[src/rtl/code_sequencer_if.sv]
// Handshake bundle between the code sequencer and whoever drives it.
// The master drives the controls and the slave (the sequencer) returns the codeword and its status.
interface code_sequencer_if;
  logic       en;
  logic       up;
  logic       load;
  logic [3:0] load_idx;
  logic [3:0] code_out;
  logic [3:0] idx_out;
  logic       code_valid;
  logic       wrap;
  logic       load_err;

  modport master (
    output en, up, load, load_idx,
    input  code_out, idx_out, code_valid, wrap, load_err
  );

  modport slave (
    input  en, up, load, load_idx,
    output code_out, idx_out, code_valid, wrap, load_err
  );
endinterface

[src/rtl/code_sequencer.sv]
// Walks the ten legal converter codewords, stepping up or down at a programmable rate.
// All outputs are registered; the codeword is decoded from the next index so it always tracks idx_out.
module code_sequencer #(
  parameter int TICK_DIV = 1
) (
  input  logic                    clk,
  input  logic                    rst_n,
  code_sequencer_if.slave         bus
);

  localparam logic [7:0] TICK_LAST = 8'(TICK_DIV - 1);

  typedef enum logic [1:0] {IDLE, RUN, PAUSE} state_t;

  state_t     state, nxt_state;
  logic [3:0] idx, nxt_idx;
  logic [7:0] pcnt, nxt_pcnt;
  logic [3:0] code_q;
  logic       valid_q, wrap_q, err_q;
  logic       nxt_wrap, nxt_err, do_count;

  function automatic logic [3:0] code_of(input logic [3:0] i);
    case (i)
      4'd0:    code_of = 4'b0000;
      4'd1:    code_of = 4'b0001;
      4'd2:    code_of = 4'b0011;
      4'd3:    code_of = 4'b0100;
      4'd4:    code_of = 4'b0101;
      4'd5:    code_of = 4'b0111;
      4'd6:    code_of = 4'b1001;
      4'd7:    code_of = 4'b1011;
      4'd8:    code_of = 4'b1100;
      4'd9:    code_of = 4'b1101;
      default: code_of = 4'b0000;
    endcase
  endfunction

  // A load cycle does nothing but the load, so a step that was due is dropped.
  always_comb begin
    nxt_state = state;
    nxt_idx   = idx;
    nxt_pcnt  = pcnt;
    nxt_wrap  = 1'b0;
    nxt_err   = 1'b0;
    do_count  = 1'b0;
    if (bus.load) begin
      if (bus.load_idx <= 4'd9) begin
        nxt_idx  = bus.load_idx;
        nxt_pcnt = 8'd0;
        if (state == IDLE) nxt_state = PAUSE;
      end else begin
        nxt_err = 1'b1;
      end
    end else begin
      case (state)
        IDLE: begin
          if (bus.en) begin
            nxt_state = RUN;
            nxt_pcnt  = 8'd0;
          end
        end
        RUN: begin
          if (bus.en) do_count  = 1'b1;
          else        nxt_state = PAUSE;
        end
        PAUSE: begin
          // Resuming counts immediately, so the held prescaler phase is preserved.
          if (bus.en) begin
            nxt_state = RUN;
            do_count  = 1'b1;
          end
        end
        default: nxt_state = IDLE;
      endcase
    end
    if (do_count) begin
      if (pcnt == TICK_LAST) begin
        nxt_pcnt = 8'd0;
        if (bus.up) begin
          if (idx == 4'd9) begin
            nxt_idx  = 4'd0;
            nxt_wrap = 1'b1;
          end else begin
            nxt_idx = idx + 4'd1;
          end
        end else begin
          if (idx == 4'd0) begin
            nxt_idx  = 4'd9;
            nxt_wrap = 1'b1;
          end else begin
            nxt_idx = idx - 4'd1;
          end
        end
      end else begin
        nxt_pcnt = pcnt + 8'd1;
      end
    end
  end

  always_ff @(posedge clk or negedge rst_n) begin
    if (!rst_n) begin
      state   <= IDLE;
      idx     <= 4'd0;
      pcnt    <= 8'd0;
      code_q  <= 4'b0000;
      valid_q <= 1'b0;
      wrap_q  <= 1'b0;
      err_q   <= 1'b0;
    end else begin
      state   <= nxt_state;
      idx     <= nxt_idx;
      pcnt    <= nxt_pcnt;
      code_q  <= code_of(nxt_idx);
      valid_q <= (nxt_state != IDLE);
      wrap_q  <= nxt_wrap;
      err_q   <= nxt_err;
    end
  end

  assign bus.code_out   = code_q;
  assign bus.idx_out    = idx;
  assign bus.code_valid = valid_q;
  assign bus.wrap       = wrap_q;
  assign bus.load_err   = err_q;

endmodule
[src/flat_wrapper.sv]
// flat-port wrapper written by rule: the top's interface ports become plain ports
module code_sequencer_flat 
#(
  parameter int TICK_DIV = 1
)
  (clk, rst_n, bus_en, bus_up, bus_load, bus_load_idx, bus_code_out, bus_idx_out, bus_code_valid, bus_wrap, bus_load_err);
  code_sequencer_if bus_i ();
  input  logic clk;
  input  logic rst_n;
  input wire logic [$bits(bus_i.en)-1:0] bus_en;
  input wire logic [$bits(bus_i.up)-1:0] bus_up;
  input wire logic [$bits(bus_i.load)-1:0] bus_load;
  input wire logic [$bits(bus_i.load_idx)-1:0] bus_load_idx;
  output wire logic [$bits(bus_i.code_out)-1:0] bus_code_out;
  output wire logic [$bits(bus_i.idx_out)-1:0] bus_idx_out;
  output wire logic [$bits(bus_i.code_valid)-1:0] bus_code_valid;
  output wire logic [$bits(bus_i.wrap)-1:0] bus_wrap;
  output wire logic [$bits(bus_i.load_err)-1:0] bus_load_err;
  assign bus_i.en = bus_en;
  assign bus_i.up = bus_up;
  assign bus_i.load = bus_load;
  assign bus_i.load_idx = bus_load_idx;
  assign bus_code_out = bus_i.code_out;
  assign bus_idx_out = bus_i.idx_out;
  assign bus_code_valid = bus_i.code_valid;
  assign bus_wrap = bus_i.wrap;
  assign bus_load_err = bus_i.load_err;
  code_sequencer #(.TICK_DIV(TICK_DIV)) u_core (.clk(clk), .rst_n(rst_n), .bus(bus_i));
endmodule
[config.mk]
export PLATFORM = sky130hd
export DESIGN_NAME = code_sequencer_flat
export DESIGN_NICKNAME = d
export VERILOG_FILES = /design/src/rtl/code_sequencer_if.sv /design/src/rtl/code_sequencer.sv /design/src/flat_wrapper.sv
export SDC_FILE = /design/constraint.sdc
export NUM_CORES = 1
export LEC_CHECK = 0
export ABC_CLOCK_PERIOD_IN_PS = 2300
export CAP_MARGIN = 15
export CORE_UTILIZATION = 53
export CTS_BUF_LIST = sky130_fd_sc_hd__clkbuf_16
export DETAILED_ROUTE_END_ITERATION = 6
export PLACE_DENSITY = 0.83
export SLEW_MARGIN = 25
export SYNTH_ARGS = -nofsm -noshare
export SYNTH_HDL_FRONTEND = slang
export SYNTH_SLANG_ARGS = --single-unit
[constraint.sdc]
create_clock -name clk -period 2.3 [get_ports clk]
set_input_delay 0.46 -clock clk [delete_from_list [all_inputs] [get_ports clk]]
set_output_delay 0.46 -clock clk [all_outputs]
set_load 0.02 [all_outputs]
==> metrics.md, run 1 <==
| Metric | Value |
|---|---|
| Run status | `completed` |
| Die Area | `2730 µm²` |
| Cell Rows | `17` |
| Worst-margin pin slew | `0.432 ns` |
| GRT overflow | `0` |
| Mapped Area | `1340 µm²` |
| Internal Pwr Total | `1.05 mW` |
| Worst Hold Margin | `0.555 ns` |
| Vias post-DR | `1192` |
| Syn. warnings | `0` |
| Post-synth EDFFs | `0` |
| CTS tree | `yes` |
| Layout Cells excl Fill | `199` |
| Power Dens Cells | `1070 nW/µm²` |
| Fin area | `1640 µm²` |
| Largest net degree at the start of global routing | `22` |
| Critical path endpoint category | `flip-flop` |
| Clock latency on the worst-skew pair | `0.25 ns` |
| Ys flop type | `dfrtp_1` |
| DP Area | `1560 µm²` |
| Die H | `52.2 µm` |
| DRT Pass-1 Iters | `4` |
| Max VDD drop | `0.874 mV` |
| Layout Skew | `0.00168 ns` |
| DP Wirelength | `2.11 mm` |
| Number of global-route vias before repair | `1170` |
| Via density | `5.99` |
| Final setup viols | `0` |
| Sequential-to-total area share from yosys stat | `39.3%` |
| Post-Synthesis Cells | `150` |
| Clk network pwr share | `20.8%` |
| # Max-Cap Violations | `0` |
| Root buffer cell | `clkbuf_16` |
| Clk pin slew, worst setup/hold paths | `0.06 ns` |
| Remaining DRCs | `0` |
| Area Growth Syn to Fin | `22.4%` |
| ANT nets after route | `0` |
| Switching Fraction | `40.1%` |
| Combinational Power Share | `46.0%` |
| Pwr Total | `1.76 mW` |
| Syn Nets | `166` |
| Final max-slew violation count | `0` |
| Lkg Pwr | `0.703 nW` |
| Crit-path max FO | `10` |
| Net switching power | `703 µW` |
| Final hold vios | `0` |
| DR WL/cell | `15.2 µm` |
| TritonCTS buffer count | `3` |
| 1st-iter DRT viols | `37` |
| Final Critical Period | `2.18 ns` |
| Post-synthesis async set-or-reset flop share | `100%` |
| GP Congestion | `0.761` |
| Top post-synthesis cells by area | `dfrtp_1 39%, ha_1 6.6%, o21ai_0 6.0%` |
| Initial antenna violation count | `0` |
| Io pins | `20` |
| Total length of routed wires | `3.03 mm` |
| WP data arrival | `2.32 ns` |
| Setup Buffers After CTS | `0` |
| Top cells by count, synth | `21 x dfrtp_1, 16 x o21ai_0, 14 x nor2_1, 13 x nand2_1, 10 x a21oi_1` |
| Type of the worst setup path | `input port to flip-flop` |
| Synth Register Bits | `21` |
| CTS Hold Bufs | `0` |
| H-tree levels | `1` |
| Hold Path Class | `input port to async pin` |
| Synth cell types | `44` |
| Syn Area/Cell | `8.91 µm²` |
| RSZ-0062 raised after global routing | `false` |
| Final period util | `94.9%` |
| Antenna cells | `0` |
| Total Routing Usage GR | `25.8%` |
| Final nets | `188` |
| Share of cells above drive strength 1 | `9.36%` |
| Width of the die | `52.2 µm` |
| Core area | `2300 µm²` |
| Clk sink count | `21` |
| Yosys top cell area share | `39.3%` |
| Crit start category | `input port` |
| Final Util | `71.2%` |
| First-pass GRT wire length | `5.14 mm` |
| Clock buffer depth | `2` |
| Peak Freq | `458 MHz` |
| Cell count after placement | `195` |
| Worst rel slew slack | `70.5%` |
| Count leader, synth | `dfrtp_1` |
| Initial core utilization | `58.2%` |
| Port buffer count | `19` |
| Largest area contributor in the netlist | `dfrtp_1` |
| Critical Path RT | `2.44 ns` |
| Post-CTS Resized | `0` |
| Seq pwr share | `33.2%` |
-- layout by cell type, fill, tap and decap left out, types with 2 or more instances in the layout --
cell              n
a211o_1           2
a21oi_1          10
a221oi_1          2
buf_4             5
clkbuf_16         3
clkdlybuf4s50_1  19
dfrtp_1          21
ha_1              7
inv_1             9
nand2_1          13
nand2b_1          4
nand3_1           9
nor2_1           14
nor2b_1           2
nor3_1            3
o21ai_0          16
o22ai_1           3
xor2_1            2
-- path summary, 6_finish.rpt --
path                       slack [ns]                        from                               end  cells after the start
max                              0.12                      bus_up  u_core.bus.code_out[3]$_DFF_PN0_                      7
min                              0.55                       rst_n         u_core.bus.wrap$_DFF_PN0_                      2
max reg2reg                      0.18   u_core.state[1]$_DFF_PN0_  u_core.bus.code_out[3]$_DFF_PN0_                      7
min reg2reg                      0.57  u_core.pcnt[7]$_DFFE_PN0P_        u_core.pcnt[7]$_DFFE_PN0P_                      1
max in group asynchronous        1.53                       rst_n  u_core.bus.code_out[0]$_DFF_PN0_                      2
min in group clk                 0.57  u_core.pcnt[7]$_DFFE_PN0P_        u_core.pcnt[7]$_DFFE_PN0P_                      1
-- power groups by stage --
| stage | clock network (mW) | logic [mW] | registers (mW) |
|---|---|---|---|
| 2_1_floorplan | 0 | 0.519 | 0.598 |
| 3_3_place_gp | 0 | 0.758 | 0.577 |
| 3_5_place_dp | 0 | 0.799 | 0.581 |
| 4_1_cts | 0.372 | 0.808 | 0.578 |
| 5_1_grt | 0.384 | 0.884 | 0.599 |
| 6_report | 0.365 | 0.808 | 0.583 |
-- metrics by stage --
stage,worst slack [ns],TNS [ns]
after CTS,0.187,0
after detailed placement,-0.0590,-0.0770
after global placement,0.0768,0
final,0.117,0
after floorplan,0.407,0
after global routing,0.00812,0
-- metal layers --
metal | track usage [%] | wire length, µm
met5 | 0 | 0
met3 | 3.19 | 100
met1 | 32.6 | 1380
met4 | 13.6 | 80
met2 | 42.9 | 1460
-- worst max-delay path: stages --
cell and delay [ns]:
clkdlybuf4s50_1 0.56, and2_1 0.26, o21ai_0 0.24, a21oi_1 0.13
a21oi_2 0.32, nor3_1 0.12, a31o_2 0.23
-- cells by family after synthesis --
group / count (synthesis) / synth area share (%)
XOR/XNOR: 2 / 1.31
buffers and inverters: 16 / 5.80
AND/OR/NAND/NOR: 56 / 22.8
flip-flops: 21 / 39.3
adder cells (fa/ha/maj): 7 / 6.55
AO/OA/AOI/OAI: 48 / 24.3
-- cell type report --
type | instances | area (µm²)
clock buffers | 3 | 75.1
inverters | 9 | 33.8
repair buffers | 24 | 228
well taps | 28 | 35.0
multi-input cells | 113 | 733
fillers | 178 | 662
clock inverters | 1 | 5.00
flip-flops and latches | 21 | 526
-- registers in the layout (all words and copies together), names as in the netlist --
register	flops
u_core.state	2
u_core.bus.wrap	1
u_core.pcnt	8
u_core.bus.code_valid	1
u_core.bus.idx_out	4
u_core.bus.load_err	1
u_core.bus.code_out	4
No activity file was read; power rests on OpenSTA's default activity.
==> inputs of run 2 (changes only) <==
- TNS_END_PERCENT: unset -> 10
==> results of run 2 <==
The final DEF is identical to that of run 1; final timing and power are the same.
==> inputs of run 3 (changes only) <==
- CORE_UTILIZATION: 53 -> 35
- PLACE_DENSITY: 0.83 -> 0.61
- SKIP_CTS_REPAIR_TIMING: unset -> 1
==> run 3 against run 2 <==
- flip-flop and latch count did not move
- routed wire length decreased by 3.5%
- largest power group unchanged
- clock skew up 0.0051 ns
- via count decreased by 2.1%
- largest cell class unchanged
==> metrics.md, run 3 (synthesis results as in run 1) <==
| Metric | Value |
|---|---|
| Run status | `completed (unchanged)` |
| Type of the worst setup path | `flip-flop to flip-flop (was input port to flip-flop)` |
| GP Congestion | `0.773 (was 0.761)` |
| Final nets | `189 (was 188)` |
| Total Routing Usage GR | `16.0% (was 25.8%)` |
| Largest net degree at the start of global routing | `22 (unchanged)` |
| Antenna cells | `0 (unchanged)` |
| # Max-Cap Violations | `0 (unchanged)` |
| GRT overflow | `0 (unchanged)` |
| Die H | `63.8 µm (was 52.2 µm)` |
| First-pass GRT wire length | `5.09 mm (was 5.14 mm)` |
| Clk pin slew, worst setup/hold paths | `0.06 ns (about the same)` |
| Crit-path max FO | `9 (was 10)` |
| Crit start category | `flip-flop (was input port)` |
| CTS tree | `yes (unchanged)` |
| Reg-to-reg setup timing slack | `0.25 ns (was 0.18 ns)` |
| DP Wirelength | `2.20 mm (was 2.11 mm)` |
| Total length of routed wires | `2.92 mm (was 3.03 mm)` |
| Final hold vios | `0 (unchanged)` |
| Io pins | `20 (unchanged)` |
| Critical path endpoint category | `flip-flop (unchanged)` |
| Clock buffer depth | `2 (unchanged)` |
| WP data arrival | `2.18 ns (was 2.32 ns)` |
| Initial core utilization | `36.5% (was 58.2%)` |
| Most frequent cells in the layout | `21 x dfrtp_1, 19 x clkdlybuf4s50_1, 16 x o21ai_0 (unchanged)` |
| Filler Cells Inserted | `362 (was 178)` |
| Cell Rows | `22 (was 17)` |
| Hold Path Class | `flip-flop to flip-flop (was input port to async pin)` |
| Seq. cell area | `526 µm² (unchanged)` |
| Vias post-DR | `1167 (was 1192)` |
| Peak Freq | `487 MHz (was 458 MHz)` |
| Root buffer cell | `clkbuf_16 (unchanged)` |
| Final period util | `89.3% (was 94.9%)` |
| Worst rel slew slack | `75.6% (was 70.5%)` |
| Area of the multi-input gates | `733 µm² (unchanged)` |
| Area Growth Syn to Fin | `25.0% (was 22.4%)` |
| Worst Hold Margin | `0.535 ns (was 0.555 ns)` |
| Initial antenna violation count | `0 (unchanged)` |
| DR WL/cell | `13.3 µm (was 15.2 µm)` |
| ANT nets after route | `0 (unchanged)` |
| Power Dens Cells | `1050 nW/µm² (was 1070 nW/µm²)` |
| Final setup viols | `0 (unchanged)` |
| DRT Pass-1 Iters | `4 (unchanged)` |
| Critical Path RT | `2.42 ns (was 2.44 ns)` |
| Core area | `3660 µm² (was 2300 µm²)` |
| Biggest register | `u_core.pcnt (unchanged)` |
| 1st-iter DRT viols | `36 (was 37)` |
| Worst-margin pin slew | `0.357 ns (was 0.432 ns)` |
| Number of global-route vias before repair | `1169 (was 1170)` |
| GR peak layer | `met2 (unchanged)` |
| Final Critical Period | `2.05 ns (was 2.18 ns)` |
| Sum Neg Setup Slack | `0 ns (unchanged)` |
| Max VDD drop | `0.590 mV (was 0.874 mV)` |
| GR Layer Usage met3 | `4.46% (was 3.19%)` |
| Commonest non-fill, non-tap cell in the layout | `dfrtp_1 (unchanged)` |
| Max FFs per register | `8 (unchanged)` |
| Final max-slew violation count | `0 (unchanged)` |
| TritonCTS buffer count | `3 (unchanged)` |
| H-tree levels | `1 (unchanged)` |
| Clk sink count | `21 (unchanged)` |
| Met2 usage | `28.7% (was 42.9%)` |
| Remaining DRCs | `0 (unchanged)` |
| Die Area | `4070 µm² (was 2730 µm²)` |
| Port buffer count | `19 (unchanged)` |
| RSZ-0062 raised after global routing | `false (unchanged)` |
| Final Util | `45.6% (was 71.2%)` |
| Layout Skew | `0.00673 ns (was 0.00168 ns)` |
| Lkg Pwr | `0.704 nW (was 0.703 nW)` |
| Share of cells above drive strength 1 | `9.88% (was 9.36%)` |
| Width of the die | `63.8 µm (was 52.2 µm)` |
| Via density | `5.30 (was 5.99)` |
| Clock latency on the worst-skew pair | `0.26 ns (was 0.25 ns)` |
| Grt met1 use | `18.6% (was 32.6%)` |
## run 3: cell types whose count changed in the layout (fill, tap and decap cells not counted), sizes merged
cell	before	now
buf	5	6
clkinvlp	0	1
clkinv	1	0
## run 3: cell type report
class | instances | share of cell area (%)
Tap cell | 48 | 3.60
Timing Repair Buffer | 25 | 14.1
Inverter | 9 | 2.02
Sequential cell | 21 | 31.5
Clock buffer | 3 | 4.49
Clock inverter | 1 | 0.449
Multi-Input combinational cell | 113 | 43.9
## run 3: final timing paths
kind	startpoint	cells after the start	endpoint
setup / recovery	u_core.state[0]$_DFF_PN0_	7	u_core.bus.code_out[2]$_DFF_PN0_
hold / removal	u_core.pcnt[7]$_DFFE_PN0P_	1	u_core.pcnt[7]$_DFFE_PN0P_
setup reg to reg	u_core.state[0]$_DFF_PN0_	7	u_core.bus.code_out[2]$_DFF_PN0_
hold reg to reg	u_core.pcnt[7]$_DFFE_PN0P_	1	u_core.pcnt[7]$_DFFE_PN0P_
max in group asynchronous	rst_n	2	u_core.pcnt[0]$_DFFE_PN0P_
min in group asynchronous	rst_n	2	u_core.pcnt[3]$_DFFE_PN0P_
## run 3: routing by layer
metal  part of all wire [%]  vias up
met2                     52       17
met3                    2.6        2
met1                     45      566
met5                      0        -
met4                   0.34        0
li1                       -      582
## run 3: through the flow
step	setup WS [ns]	total power [mW]	cell area, µm²	cells
floorplan	0.407	1.12	1340	150
global placement	0.138	1.36	1590	216
detailed placement	0.0705	1.39	1590	216
CTS	0.237	1.77	1670	220
global route	0.103	1.89	1670	220
finish	0.245	1.76	1670	220
## run 3: critical path, stage by stage (launching register included)
cell and delay (ns):
dfrtp_1 0.44, inv_1 0.10, ha_1 0.30, and3b_1 0.22
nand4_4 0.19, o31ai_4 0.40, xor2_1 0.18, o22ai_1 0.10
## run 3: report_power, final
part           internal [mW]  switching, mW  total, mW
clock                  0.235          0.139      0.374
combinational          0.363          0.431      0.795
sequential             0.456          0.134      0.590
total                   1.05          0.704       1.76
